[config.mk]
export PLATFORM = sky130hd
export DESIGN_NAME = nibble_add_sched_flat
export DESIGN_NICKNAME = d
export VERILOG_FILES = /design/src/rtl/nibble_add_sched_pkg.sv /design/src/rtl/nibble_add_sched_if.sv /design/src/rtl/nibble_add_sched_adder.sv /design/src/rtl/nibble_add_sched.sv /design/src/flat_wrapper.sv
export SDC_FILE = /design/constraint.sdc
export NUM_CORES = 1
export LEC_CHECK = 0
export ABC_AREA = 1
export BUFFER_PORTS_ARGS = -buffer_cell sky130_fd_sc_hd__buf_2
export CORE_MARGIN = 1
export CORE_UTILIZATION = 40
export CTS_CLUSTER_SIZE = 28
export DETAILED_ROUTE_END_ITERATION = 6
export HOLD_SLACK_MARGIN = 0.05
export PLACE_DENSITY_LB_ADDON = 0.25
export REMOVE_ABC_BUFFERS = 1
export SKIP_CTS_REPAIR_TIMING = 1
export SYNTH_ARGS = -nofsm -noshare
export SYNTH_HDL_FRONTEND = slang
export SYNTH_SLANG_ARGS = --single-unit
[constraint.sdc]
create_clock -name clk -period 2.8 [get_ports clk]
set_input_delay 0.56 -clock clk [delete_from_list [all_inputs] [get_ports clk]]
set_output_delay 0.56 -clock clk [all_outputs]
set_load 0.02 [all_outputs]
[src/rtl/nibble_add_sched_pkg.sv]
// nibble_add_pkg: shared constants and state type for the nibble-serial add scheduler
package nibble_add_pkg;
    localparam int NIBBLE_W = 4;
    typedef enum logic [1:0] {IDLE, ADD, DONE} nibble_add_state_t;
endpackage

[src/rtl/nibble_add_sched_if.sv]
// nibble_add_sched_if: requester/result bundle; res_ovf exists only with NIBBLE_ADD_OVF_EN
interface nibble_add_sched_if import nibble_add_pkg::*; #(parameter int NIBBLES = 4);
    localparam int W = NIBBLE_W * NIBBLES;
    logic         req0_valid, req0_cin, req0_ready;
    logic [W-1:0] req0_a, req0_b;
    logic         req1_valid, req1_cin, req1_ready;
    logic [W-1:0] req1_a, req1_b;
    logic         res_valid, res_ready, res_cout, res_id, busy;
    logic [W-1:0] res_sum;
`ifdef NIBBLE_ADD_OVF_EN
    logic         res_ovf;
`endif
    modport master (
        output req0_valid, req0_a, req0_b, req0_cin, req1_valid, req1_a, req1_b, req1_cin, res_ready,
        input  req0_ready, req1_ready, res_valid, res_sum, res_cout, res_id, busy
`ifdef NIBBLE_ADD_OVF_EN
        , res_ovf
`endif
    );
    modport slave (
        input  req0_valid, req0_a, req0_b, req0_cin, req1_valid, req1_a, req1_b, req1_cin, res_ready,
        output req0_ready, req1_ready, res_valid, res_sum, res_cout, res_id, busy
`ifdef NIBBLE_ADD_OVF_EN
        , res_ovf
`endif
    );
endinterface

[src/rtl/nibble_add_sched_adder.sv]
// four_bit_full_adder: the single shared 4-bit ripple datapath
module four_bit_full_adder (
    input  logic [3:0] a,
    input  logic [3:0] b,
    input  logic       c0,
    output logic [3:0] s,
    output logic       c4
);
    assign {c4, s} = {1'b0, a} + {1'b0, b} + {4'b0, c0};
endmodule

[src/rtl/nibble_add_sched.sv]
// nibble_add_sched: round-robin two-requester scheduler over one 4-bit adder; NIBBLE_ADD_OVF_EN adds res_ovf
module nibble_add_sched import nibble_add_pkg::*; #(
    parameter int NIBBLES = 4
) (
    input logic clk,
    input logic rst,
    nibble_add_sched_if.slave bus
);
    localparam int W  = NIBBLE_W * NIBBLES;
    localparam int IW = NIBBLES > 1 ? $clog2(NIBBLES) : 1;
    nibble_add_state_t   r_state;
    logic [W-1:0]        r_a, r_b, r_sum;
    logic [IW-1:0]       r_idx;
    logic                r_carry, r_ptr, r_id, r_valid;
    logic                w_gnt, w_rdy0, w_rdy1, w_c4;
    logic [NIBBLE_W-1:0] w_na, w_nb, w_s;
`ifdef NIBBLE_ADD_OVF_EN
    logic                r_ovf;
    assign bus.res_ovf = r_ovf;
`endif
    assign w_gnt  = (bus.req0_valid & bus.req1_valid) ? r_ptr : bus.req1_valid;
    assign w_rdy0 = (r_state == IDLE) & bus.req0_valid & ~w_gnt;
    assign w_rdy1 = (r_state == IDLE) & bus.req1_valid & w_gnt;
    assign w_na   = r_a[r_idx*NIBBLE_W +: NIBBLE_W];
    assign w_nb   = r_b[r_idx*NIBBLE_W +: NIBBLE_W];
    assign bus.req0_ready = w_rdy0;
    assign bus.req1_ready = w_rdy1;
    assign bus.res_valid  = r_valid;
    assign bus.res_sum    = r_sum;
    assign bus.res_cout   = r_carry;
    assign bus.res_id     = r_id;
    assign bus.busy       = r_state != IDLE;
    four_bit_full_adder u_add (.a(w_na), .b(w_nb), .c0(r_carry), .s(w_s), .c4(w_c4));
    // accept -> ripple one nibble per cycle -> hold result until consumed
    always_ff @(posedge clk) begin
        if (rst) begin
            r_state <= IDLE;
            r_a     <= '0;
            r_b     <= '0;
            r_sum   <= '0;
            r_idx   <= '0;
            r_carry <= 1'b0;
            r_ptr   <= 1'b0;
            r_id    <= 1'b0;
            r_valid <= 1'b0;
`ifdef NIBBLE_ADD_OVF_EN
            r_ovf   <= 1'b0;
`endif
        end else begin
            case (r_state)
                IDLE: if (w_rdy0 | w_rdy1) begin
                    r_a     <= w_gnt ? bus.req1_a : bus.req0_a;
                    r_b     <= w_gnt ? bus.req1_b : bus.req0_b;
                    r_carry <= w_gnt ? bus.req1_cin : bus.req0_cin;
                    r_id    <= w_gnt;
                    r_idx   <= '0;
                    r_state <= ADD;
                end
                ADD: begin
                    r_sum[r_idx*NIBBLE_W +: NIBBLE_W] <= w_s;
                    r_carry <= w_c4;
                    r_idx   <= r_idx + 1'b1;
                    if (r_idx == IW'(NIBBLES - 1)) begin
                        r_valid <= 1'b1;
                        r_state <= DONE;
`ifdef NIBBLE_ADD_OVF_EN
                        r_ovf   <= (w_na[3] ^ w_nb[3] ^ w_s[3]) ^ w_c4;
`endif
                    end
                end
                DONE: if (bus.res_ready) begin
                    r_valid <= 1'b0;
                    r_ptr   <= ~r_id;
                    r_state <= IDLE;
                end
                default: r_state <= IDLE;
            endcase
        end
    end
endmodule
[src/flat_wrapper.sv]
// flat-port wrapper written by rule: the top's interface ports become plain ports
module nibble_add_sched_flat import nibble_add_pkg::*;
#(
    parameter int NIBBLES = 4
)
  (clk, rst, bus_req0_valid, bus_req0_a, bus_req0_b, bus_req0_cin, bus_req1_valid, bus_req1_a, bus_req1_b, bus_req1_cin, bus_res_ready, bus_req0_ready, bus_req1_ready, bus_res_valid, bus_res_sum, bus_res_cout, bus_res_id, bus_busy);
  nibble_add_sched_if #(.NIBBLES(NIBBLES)) bus_i ();
  input logic clk;
  input logic rst;
  input wire logic [$bits(bus_i.req0_valid)-1:0] bus_req0_valid;
  input wire logic [$bits(bus_i.req0_a)-1:0] bus_req0_a;
  input wire logic [$bits(bus_i.req0_b)-1:0] bus_req0_b;
  input wire logic [$bits(bus_i.req0_cin)-1:0] bus_req0_cin;
  input wire logic [$bits(bus_i.req1_valid)-1:0] bus_req1_valid;
  input wire logic [$bits(bus_i.req1_a)-1:0] bus_req1_a;
  input wire logic [$bits(bus_i.req1_b)-1:0] bus_req1_b;
  input wire logic [$bits(bus_i.req1_cin)-1:0] bus_req1_cin;
  input wire logic [$bits(bus_i.res_ready)-1:0] bus_res_ready;
  output wire logic [$bits(bus_i.req0_ready)-1:0] bus_req0_ready;
  output wire logic [$bits(bus_i.req1_ready)-1:0] bus_req1_ready;
  output wire logic [$bits(bus_i.res_valid)-1:0] bus_res_valid;
  output wire logic [$bits(bus_i.res_sum)-1:0] bus_res_sum;
  output wire logic [$bits(bus_i.res_cout)-1:0] bus_res_cout;
  output wire logic [$bits(bus_i.res_id)-1:0] bus_res_id;
  output wire logic [$bits(bus_i.busy)-1:0] bus_busy;
  assign bus_i.req0_valid = bus_req0_valid;
  assign bus_i.req0_a = bus_req0_a;
  assign bus_i.req0_b = bus_req0_b;
  assign bus_i.req0_cin = bus_req0_cin;
  assign bus_i.req1_valid = bus_req1_valid;
  assign bus_i.req1_a = bus_req1_a;
  assign bus_i.req1_b = bus_req1_b;
  assign bus_i.req1_cin = bus_req1_cin;
  assign bus_i.res_ready = bus_res_ready;
  assign bus_req0_ready = bus_i.req0_ready;
  assign bus_req1_ready = bus_i.req1_ready;
  assign bus_res_valid = bus_i.res_valid;
  assign bus_res_sum = bus_i.res_sum;
  assign bus_res_cout = bus_i.res_cout;
  assign bus_res_id = bus_i.res_id;
  assign bus_busy = bus_i.busy;
  nibble_add_sched #(.NIBBLES(NIBBLES)) u_core (.clk(clk), .rst(rst), .bus(bus_i));
endmodule
==> impl_metrics.json <==
{
  "status": "completed",
  "setup-violations-final": 0,
  "grt_pass1_vias": 2464,
  "vdd_drop_max_uv": 240.9,
  "hold_viol": 0,
  "clkSinkCount": 56,
  "drt-initial-drc-count": 121,
  "hold-worst-slack_ns": 0.4664,
  "core_sq_um": 6944,
  "ff_latch_area_sq_um": 1121,
  "die_height_um": 87.52,
  "postRouteWirelength_mm": 6.701,
  "synth_area_sq_um": 2925,
  "row_count": 30,
  "finalSetupTns_ns": 0,
  "ant_nets": 0,
  "ys_types": 28,
  "nFillCells": 704,
  "crit_fanout": 13,
  "cts_max_level": 2,
  "hold_path.class": "reg2reg",
  "synth_ff_type": "dfxtp_1",
  "period_needed_ns": 2.428,
  "via_count": 2789,
  "ys_top_cells_by_count": "nand2_1, dfxtp_1, o211a_1",
  "synthTopCellsByArea": "dfxtp_1, nand2_1, o211a_1",
  "drc": 0,
  "leakage_nw": 1.878,
  "rsz0062_at_grt": "no",
  "ys_warn_count": 0,
  "dp.cells": 553,
  "power_mw": 1.895,
  "grt_pass1_wl_mm": 10.78,
  "diodes": 0,
  "async_reset_ff_share_pct": 0,
  "synth_top_area_share_pct": 38.32,
  "fin_util_pct": 51.60,
  "gp_congestion": 0.9104,
  "cp-end-kind": "flop",
  "synth_enable_flop_cells": 0,
  "stdcell_count": 561,
  "ctsLongestPathBuffers": 2,
  "portBuffers": 92,
  "setup.worst_path.start_class": "flop",
  "cts-root-buf": "clkbuf_8",
  "grt_max_degree": 35,
  "path_class": "reg2reg",
  "multi_input_area_sq_um": 1619,
  "drive_gt1_share_pct": 28.60,
  "synth.most_common_cell": "nand2_1",
  "antenna_found_initial": 0,
  "ys_ff_latch": 56,
  "yosysTopAreaCell": "dfxtp_1",
  "syn_to_final_growth_pct": 22.50,
  "cts_tree": "yes",
  "yosysSeqAreaShare_pct": 38.32,
  "wl_per_cell_um": 11.94,
  "slew_headroom_pct": 72.24,
  "via_per_inst": 4.971,
  "place.detailed.hpwl_mm": 5.055,
  "gr-usage-all-layers_pct": 17.61,
  "max-cap-violations": 0,
  "cts_made_buffers": 5,
  "synthCells": 377,
  "start_util_pct": 42.13,
  "tightest_slew_ns": 0.4164,
  "avgSynthCellArea_sq_um": 7.759,
  "insertion_delay_ns": 0.30,
  "maxSlewViolCount": 0,
  "p_per_area_nw_per_um2": 528.9,
  "first_pass_iters": 4,
  "die-width_um": 87.52,
  "crit_arrival_ns": 2.67,
  "gr-total-overflow": 0,
  "cp.required_ns": 3.04,
  "fin_skew_ns": 0.007508,
  "worst_setup_hold_path_clk_slew_ns": 0.10,
  "fp.dieArea_sq_um": 7659,
  "min_period_over_period_pct": 86.72,
  "io_pins": 93,
  "max_clock_freq_mhz": 411.8,
  "layout.nets": 546
}
==> area by class of cell <==
class | count | share of cell area (%)
clock buffer | 6 | 2.025
clock inverter | 2 | 0.9777
inverter | 16 | 1.676
multi-input combinational | 282 | 45.18
sequential | 56 | 31.29
tap | 96 | 3.352
timing repair buffer | 103 | 15.50
==> logic make-up after synthesis <==
kind of cell               after synthesis  share of synthesized area, %
buffers and inverters                   39                         6.330
adders and majority gates               11                         5.218
xor gates and xnor gates                 1                        0.2995
DFF                                     56                         38.32
AOI/OAI and AO/OA                       84                         20.53
and+or+nand+nor                        186                         29.30
==> path summary, 6_finish.rpt <==
path	cells past startpoint	slack, ns	to	start
max	10	0.37	u_core.bus.res_sum[14]	u_core.r_idx[0]
min	2	0.47	u_core.r_ptr	u_core.r_ptr
max reg2reg	10	0.37	u_core.bus.res_sum[14]	u_core.r_idx[0]
min reg2reg	2	0.47	u_core.r_ptr	u_core.r_ptr
==> metrics by stage <==
stage,instance area (sq um),setup WS [ns]
floorplan,2800,0.1755
detailed placement,3476,0.4169
CTS,3583,0.3815
global placement,3476,0.5027
global route,3583,0.1509
finish,3583,0.3718
==> registers in the layout (all words and copies together), names as in the netlist <==
| register | flops |
|---|---|
| u_core.bus.res_sum | 16 |
| u_core.r_a | 16 |
| u_core.r_b | 16 |
| u_core.r_idx | 2 |
| u_core.r_state | 2 |
| u_core.bus.res_cout | 1 |
| u_core.bus.res_id | 1 |
| u_core.bus.res_valid | 1 |
| u_core.r_ptr | 1 |
==> where the power goes <==
part	total (mW)	switching, mW	internal (mW)
clock network	0.511	0.246	0.266
registers	0.904	0.0420	0.862
logic	0.480	0.280	0.200
==> metal layers <==
layer | share of wire [%] | global-route usage, % | up-vias
met5 | 0 | 0 | -
met4 | 0.97 | 4.918 | 0
met3 | 4.2 | 3.128 | 6
met2 | 47 | 30.61 | 67
met1 | 48 | 22.40 | 1263
li1 | - | - | 1453
==> cell usage in the layout, fill, tap and decap left out, types with 5 or more instances in the layout <==
master      n
clkbuf_8    5
ha_1        9
dfxtp_1    56
o22ai_1     8
o211a_1    32
buf_2      92
inv_1      11
o21ai_0    20
nand3_1    29
a21oi_1    19
nor2_1     29
nand2_2     5
buf_4      10
nand3_2    10
nand2_1   104
==> worst max-delay path: stages, from the launching register on <==
cell and delay [ns]:
dfxtp_1 0.39, inv_2 0.13, o21ai_0 0.22, o22ai_1 0.12, fa_1 0.41, fa_1 0.42
xor2_1 0.26, nand2_1 0.08, nor2_1 0.15, a22oi_1 0.09, nor2_1 0.09
Note: power is estimated with default switching activity, not from simulation.
